## src/rtl/div_pkg.sv

```systemverilog
// Shared types and sizing constants for the sequential restoring divider.
package div_pkg;

  typedef enum logic [1:0] {IDLE, BUSY, DONE} div_state_t;

  localparam int DIV_WIDTH = 32;
  localparam int DIV_CNT_W = $clog2(DIV_WIDTH);

endpackage

```

## src/rtl/divider_32_seq_if.sv

```systemverilog
// Request (start/ready) and result (valid/ack) handshake bundle for divider_32_seq.
interface divider_32_seq_if
  import div_pkg::*;
#(
  parameter int WIDTH = DIV_WIDTH
);

  logic             start;
  logic             ready;
  logic [WIDTH-1:0] dividend;
  logic [WIDTH-1:0] divisor;
  logic             valid;
  logic             ack;
  logic [WIDTH-1:0] quotient;
  logic [WIDTH-1:0] remainder;
  logic             div_by_zero;

  modport master (
    output start, dividend, divisor, ack,
    input  ready, valid, quotient, remainder, div_by_zero
  );

  modport slave (
    input  start, dividend, divisor, ack,
    output ready, valid, quotient, remainder, div_by_zero
  );

endinterface

```

## src/rtl/div_trial_sub.sv

```systemverilog
// One restoring-division trial: (WIDTH+1)-bit shifted remainder minus divisor.
module div_trial_sub
  import div_pkg::*;
#(
  parameter int WIDTH = DIV_WIDTH
) (
  input  logic [WIDTH:0]   rem_sh_i,
  input  logic [WIDTH-1:0] divisor_i,
  output logic [WIDTH-1:0] diff_o,
  output logic             nonneg_o
);

  assign nonneg_o = (rem_sh_i >= {1'b0, divisor_i});
  // A non-negative result is below the divisor, so the low WIDTH bits are exact.
  assign diff_o   = rem_sh_i[WIDTH-1:0] - divisor_i;

endmodule

```

## src/rtl/divider_32_seq.sv

```systemverilog
// Sequential unsigned restoring divider, one quotient bit per clock.
// Define DIVIDER_32_SEQ_SIGNED_EN for two's-complement operands (truncation toward zero).
module divider_32_seq
  import div_pkg::*;
#(
  parameter int WIDTH = DIV_WIDTH
) (
  input logic             clk,
  input logic             rst_n,
  divider_32_seq_if.slave bus
);

  localparam int               CNT_W    = (WIDTH == DIV_WIDTH) ? DIV_CNT_W : $clog2(WIDTH);
  localparam logic [CNT_W-1:0] LAST_CNT = CNT_W'(WIDTH - 1);

  div_state_t       state_q, state_d;
  logic [WIDTH-1:0] rem_q, rem_d, q_q, q_d, dvsr_q, dvsr_d;
  logic [CNT_W-1:0] cnt_q, cnt_d;
  logic             dbz_q, dbz_d;
  logic [WIDTH:0]   rem_sh;
  logic [WIDTH-1:0] trial_diff, rem_next, q_next, dvd_mag, dvs_mag;
  logic             trial_nonneg;

`ifdef DIVIDER_32_SEQ_SIGNED_EN
  logic neg_q_q, neg_q_d, neg_r_q, neg_r_d;

  assign dvd_mag = bus.dividend[WIDTH-1] ? -bus.dividend : bus.dividend;
  assign dvs_mag = bus.divisor[WIDTH-1]  ? -bus.divisor  : bus.divisor;
`else
  assign dvd_mag = bus.dividend;
  assign dvs_mag = bus.divisor;
`endif

  // The quotient register doubles as the dividend shifter: its MSB feeds the remainder.
  assign rem_sh   = {rem_q, q_q[WIDTH-1]};
  assign rem_next = trial_nonneg ? trial_diff : rem_sh[WIDTH-1:0];
  assign q_next   = {q_q[WIDTH-2:0], trial_nonneg};

  div_trial_sub #(.WIDTH(WIDTH)) u_trial (
    .rem_sh_i (rem_sh),
    .divisor_i(dvsr_q),
    .diff_o   (trial_diff),
    .nonneg_o (trial_nonneg)
  );

  always_comb begin
    state_d = state_q;
    rem_d   = rem_q;
    q_d     = q_q;
    dvsr_d  = dvsr_q;
    cnt_d   = cnt_q;
    dbz_d   = dbz_q;
`ifdef DIVIDER_32_SEQ_SIGNED_EN
    neg_q_d = neg_q_q;
    neg_r_d = neg_r_q;
`endif
    unique case (state_q)
      IDLE: begin
        if (bus.start) begin
          cnt_d = '0;
          dbz_d = (bus.divisor == '0);
          if (bus.divisor == '0) begin
            q_d     = '1;
            rem_d   = bus.dividend;
            state_d = DONE;
          end else begin
            q_d     = dvd_mag;
            rem_d   = '0;
            dvsr_d  = dvs_mag;
            state_d = BUSY;
`ifdef DIVIDER_32_SEQ_SIGNED_EN
            neg_q_d = bus.dividend[WIDTH-1] ^ bus.divisor[WIDTH-1];
            neg_r_d = bus.dividend[WIDTH-1];
`endif
          end
        end
      end
      BUSY: begin
        rem_d = rem_next;
        q_d   = q_next;
        cnt_d = cnt_q + CNT_W'(1);
        if (cnt_q == LAST_CNT) begin
          state_d = DONE;
`ifdef DIVIDER_32_SEQ_SIGNED_EN
          q_d   = neg_q_q ? -q_next : q_next;
          rem_d = neg_r_q ? -rem_next : rem_next;
`endif
        end
      end
      DONE: begin
        if (bus.ack) state_d = IDLE;
      end
      default: state_d = IDLE;
    endcase
  end

  always_ff @(posedge clk or negedge rst_n) begin
    if (!rst_n) begin
      state_q <= IDLE;
      rem_q   <= '0;
      q_q     <= '0;
      dvsr_q  <= '0;
      cnt_q   <= '0;
      dbz_q   <= 1'b0;
`ifdef DIVIDER_32_SEQ_SIGNED_EN
      neg_q_q <= 1'b0;
      neg_r_q <= 1'b0;
`endif
    end else begin
      state_q <= state_d;
      rem_q   <= rem_d;
      q_q     <= q_d;
      dvsr_q  <= dvsr_d;
      cnt_q   <= cnt_d;
      dbz_q   <= dbz_d;
`ifdef DIVIDER_32_SEQ_SIGNED_EN
      neg_q_q <= neg_q_d;
      neg_r_q <= neg_r_d;
`endif
    end
  end

  assign bus.ready       = (state_q == IDLE);
  assign bus.valid       = (state_q == DONE);
  assign bus.quotient    = q_q;
  assign bus.remainder   = rem_q;
  assign bus.div_by_zero = dbz_q;

endmodule

```

## src/flat_wrapper.sv

```systemverilog
// flat-port wrapper written by rule: the top's interface ports become plain ports
module divider_32_seq_flat import div_pkg::*;
#(
  parameter int WIDTH = DIV_WIDTH
)
  (clk, rst_n, bus_start, bus_dividend, bus_divisor, bus_ack, bus_ready, bus_valid, bus_quotient, bus_remainder, bus_div_by_zero);
  divider_32_seq_if #(.WIDTH(WIDTH)) bus_i ();
  input logic clk;
  input logic rst_n;
  input wire logic [$bits(bus_i.start)-1:0] bus_start;
  input wire logic [$bits(bus_i.dividend)-1:0] bus_dividend;
  input wire logic [$bits(bus_i.divisor)-1:0] bus_divisor;
  input wire logic [$bits(bus_i.ack)-1:0] bus_ack;
  output wire logic [$bits(bus_i.ready)-1:0] bus_ready;
  output wire logic [$bits(bus_i.valid)-1:0] bus_valid;
  output wire logic [$bits(bus_i.quotient)-1:0] bus_quotient;
  output wire logic [$bits(bus_i.remainder)-1:0] bus_remainder;
  output wire logic [$bits(bus_i.div_by_zero)-1:0] bus_div_by_zero;
  assign bus_i.start = bus_start;
  assign bus_i.dividend = bus_dividend;
  assign bus_i.divisor = bus_divisor;
  assign bus_i.ack = bus_ack;
  assign bus_ready = bus_i.ready;
  assign bus_valid = bus_i.valid;
  assign bus_quotient = bus_i.quotient;
  assign bus_remainder = bus_i.remainder;
  assign bus_div_by_zero = bus_i.div_by_zero;
  divider_32_seq #(.WIDTH(WIDTH)) u_core (.clk(clk), .rst_n(rst_n), .bus(bus_i));
endmodule
```

## config.mk

```make
export PLATFORM = sky130hd
export DESIGN_NAME = divider_32_seq_flat
export DESIGN_NICKNAME = d
export VERILOG_FILES = /design/src/rtl/div_pkg.sv /design/src/rtl/divider_32_seq_if.sv /design/src/rtl/div_trial_sub.sv /design/src/rtl/divider_32_seq.sv /design/src/flat_wrapper.sv
export SDC_FILE = /design/constraint.sdc
export NUM_CORES = 1
export LEC_CHECK = 0
export ABC_AREA = 1
export CAP_MARGIN = 25
export CORE_ASPECT_RATIO = 1.75
export CORE_MARGIN = 2
export CORE_UTILIZATION = 45
export DETAILED_ROUTE_END_ITERATION = 16
export PLACE_DENSITY = 0.72
export SLEW_MARGIN = 20
export SYNTH_ARGS = -nofsm -noshare
export SYNTH_HDL_FRONTEND = slang
export SYNTH_SLANG_ARGS = --single-unit
export TNS_END_PERCENT = 30
```

## constraint.sdc

```tcl
create_clock -name clk -period 1.85 [get_ports clk]
set_input_delay 0.37 -clock clk [delete_from_list [all_inputs] [get_ports clk]]
set_output_delay 0.37 -clock clk [all_outputs]
set_load 0.02 [all_outputs]
```

==> metrics.txt <==
cell count of the worst reg-to-reg path=14; setup TNS=-10.98 ns; Synth Cell Area=0.00811 mm2; Final #Nets=1692; Detailed Place HPWL=23500 um; Worst R2R Setup Slack=-0.38 ns; XOR/XNOR share of the synthesized area=0.216%; largest net degree at the start of global routing=105; H-tree depth=3; maxcap violations=0; top_reg_cell synth=dfrtp_1; Synth Area in Adders=5.49%; YS warnings=0; synth top area cells=dfrtp_1, nand2_1, inv_1; status=finished with violations; Layout area overhead=60.9%; Fmax achieved=449 MHz; Post-synth EDFFs=0; ANT cells=0; worst reg2reg startpoint=u_core.bus.remainder[19]; Worst EP required=2.13 ns; post-synth cell types=46; Initial Util=45.5%; Core Region=0.0178 mm2; # rows=65; placer congestion estimate=0.955; clk_skew=0.0109 ns; die height=182 um; clock slew at reported path FFs=0.08 ns; synthesis-stage register bit count=104; asr flop ratio synth=100%; CP Launch Point=u_core.bus.remainder[19]; sequential area share after synthesis=32.1%; vias in the first global route=9621; Min Clock Period, post-route=2.23 ns; final WL=31300 um; I/O pins=135; antenna-violating nets left=0; synth cell count leaders=nand2_1, inv_1, dfrtp_1, nand3_1, nor2_1; worst-path fanout max=5; Hold-fix buffers, CTS=0; latest clock arrival within the worst-skew pair=0.39 ns; die area=0.0192 mm2; total track usage=32.6%; violated checks=setup timing; worst path cell trace=ha_4, nand2_4, nor2_4, nand2_2, nor2_4, nand2_2, nand2_4, nor2_8, buf_12, nand2_8, buf_6, nand4_1, nand3b_1, nand2_1; initial antenna violation count=0; critical path depth=14; clk root buf=clkbuf_16; critical path's largest stage delay=0.47 ns; first-pass GRT wire length=48400 um; Post-Synth Simple-Gate Area=36.3%; crit end category=register; vias per inst=5.24; hold_ws=0.0298 ns; area share of the largest cell type after synthesis=32.1%; worst setup margin=-0.378 ns; max-slew violations=0; DRT Pass-1 Iters=6; HP Class=in2async; most common cell in the netlist=nand2_1; Die X=105 um; post-route clock period utilization=120%; mux cell area share after synthesis=0%; Mean Syn Cell Area=6.53 um2; share of layout cells above drive strength 1=35.9%; total gr overflow=0; RSZ-0062 raised after global routing=yes; cell accounting for the most synthesized area=dfrtp_1; drt drc=0; largest family of logic cells by synthesized area=simple AND/OR/NAND/NOR gates; Avg WL per Cell=17.1 um; TritonCTS Buffers=9; clock buffer depth=2; critical path data arrival time=2.51 ns; Syn Nets=1344; Slew HR=59.2%; Worst Setup EP=u_core.bus.remainder[10]; input/output buffers=134; r2r endpoint=u_core.bus.remainder[10]; Slowest-stage cell, CP=dfrtp_2; worst path bufs/invs=2; CTS tree=built; final setup fails=33; Gate Count Post-Synth=1241; Vias=9580; Worst setup SP type=register; Crit Path Class=reg2reg; Initial DRC Count=547; clk sinks=104; Least-Margin Pin Slew=0.612 ns; crit-path leading delay family=simple AND/OR/NAND/NOR gates; post-synthesis compound-gate area fraction=12.4%; Fin. Hold Viols=0
[stage by stage]
stage / std cells / setup WS (ns) / utilization, % / cell area, um2
2_1_floorplan: 1241 / -0.148 / - / 8540
4_1_cts: 1816 / -0.334 / 70.6 / 12600
5_1_grt: 1828 / -0.498 / 73.3 / 13100
3_3_place_gp: 1778 / -0.823 / 65.6 / 11700
3_5_place_dp: 1778 / -0.830 / 65.6 / 11700
6_report: 1828 / -0.378 / 73.3 / 13100
[worst register-to-register path, delay by kind of cell, from the launching register on]
kind / cells / cell delay [ns]
adders and majority gates: 1 / 0.34
buffers and inverters: 2 / 0.26
and+or+nand+nor: 11 / 1.06
DFF: 1 / 0.47
[registers in the layout (all words and copies together), names as in the netlist]
name,flops
u_core.bus.div_by_zero,1
u_core.bus.quotient,32
u_core.bus.remainder,32
u_core.cnt_q,5
u_core.dvsr_q,32
u_core.state_q,2
[how the worst min path moves through the flow]
stage                from                 endpoint  slack, ns
floorplan           rst_n   u_core.bus.div_by_zero       0.07
global placement    rst_n        u_core.state_q[1]       0.48
detailed placement  rst_n   u_core.bus.quotient[9]       0.49
CTS                 rst_n  u_core.bus.remainder[6]       0.08
global route        rst_n   u_core.bus.quotient[5]        0.1
finish              rst_n   u_core.bus.quotient[5]       0.03
[kinds of logic after synthesis]
logic type,after synthesis
AND/OR/NAND/NOR,661
adder cells (fa/ha/maj),35
flip-flops,104
buffers and inverters,271
XOR/XNOR,2
AO/OA/AOI/OAI,168
[cells in the final DEF, fill, tap and decap left out, types with 5 or more instances in the layout]
master,count
a21oi_1,43
a21oi_2,8
nand3_2,29
nand2_2,80
nand3_1,55
clkdlybuf4s50_1,86
ha_4,30
clkbuf_16,11
nand3_4,5
nor2_1,43
dlygate4sd2_1,33
nand3b_1,16
nor2_4,17
or2_2,25
dlymetal6s2s_1,12
nor2_2,17
buf_12,15
dfrtp_1,75
nand2_4,19
buf_6,7
and2_1,5
inv_2,32
buf_4,222
dfrtp_2,29
inv_1,196
o21ai_0,39
nand2_1,318
a22oi_1,13
o21a_1,13
nand4_1,23
o21ai_1,10
a31oi_1,12
[layout make-up]
class                   count  area (um2)
clock buffers               9         225
well taps                 234         293
repair buffers            379        3420
inverters                 228         856
flip-flops and latches    104        2640
clock inverters             7        90.1
fillers                  1443        4760
multi-input cells         867        5530
[per-layer routing]
metal | vias to the layer above | track usage (%) | wire [um]
li1 | 4594 | - | -
met2 | 352 | 58.4 | 16100
met5 | - | 0 | 0
met4 | 0 | 23.8 | 2390
met1 | 4516 | 34.9 | 11400
met3 | 118 | 3.52 | 1410
[repair_timing]
item	in CTS	in global routing
buffers inserted	20	12
endpoints found under the setup margin	132	98
resized for setup	154	130
pin swaps	58	67
gates cloned	2	1
Power is left out: the tool's default activity adds up to more than one toggle a clock period on the data nets, which glitch-free logic cannot reach.
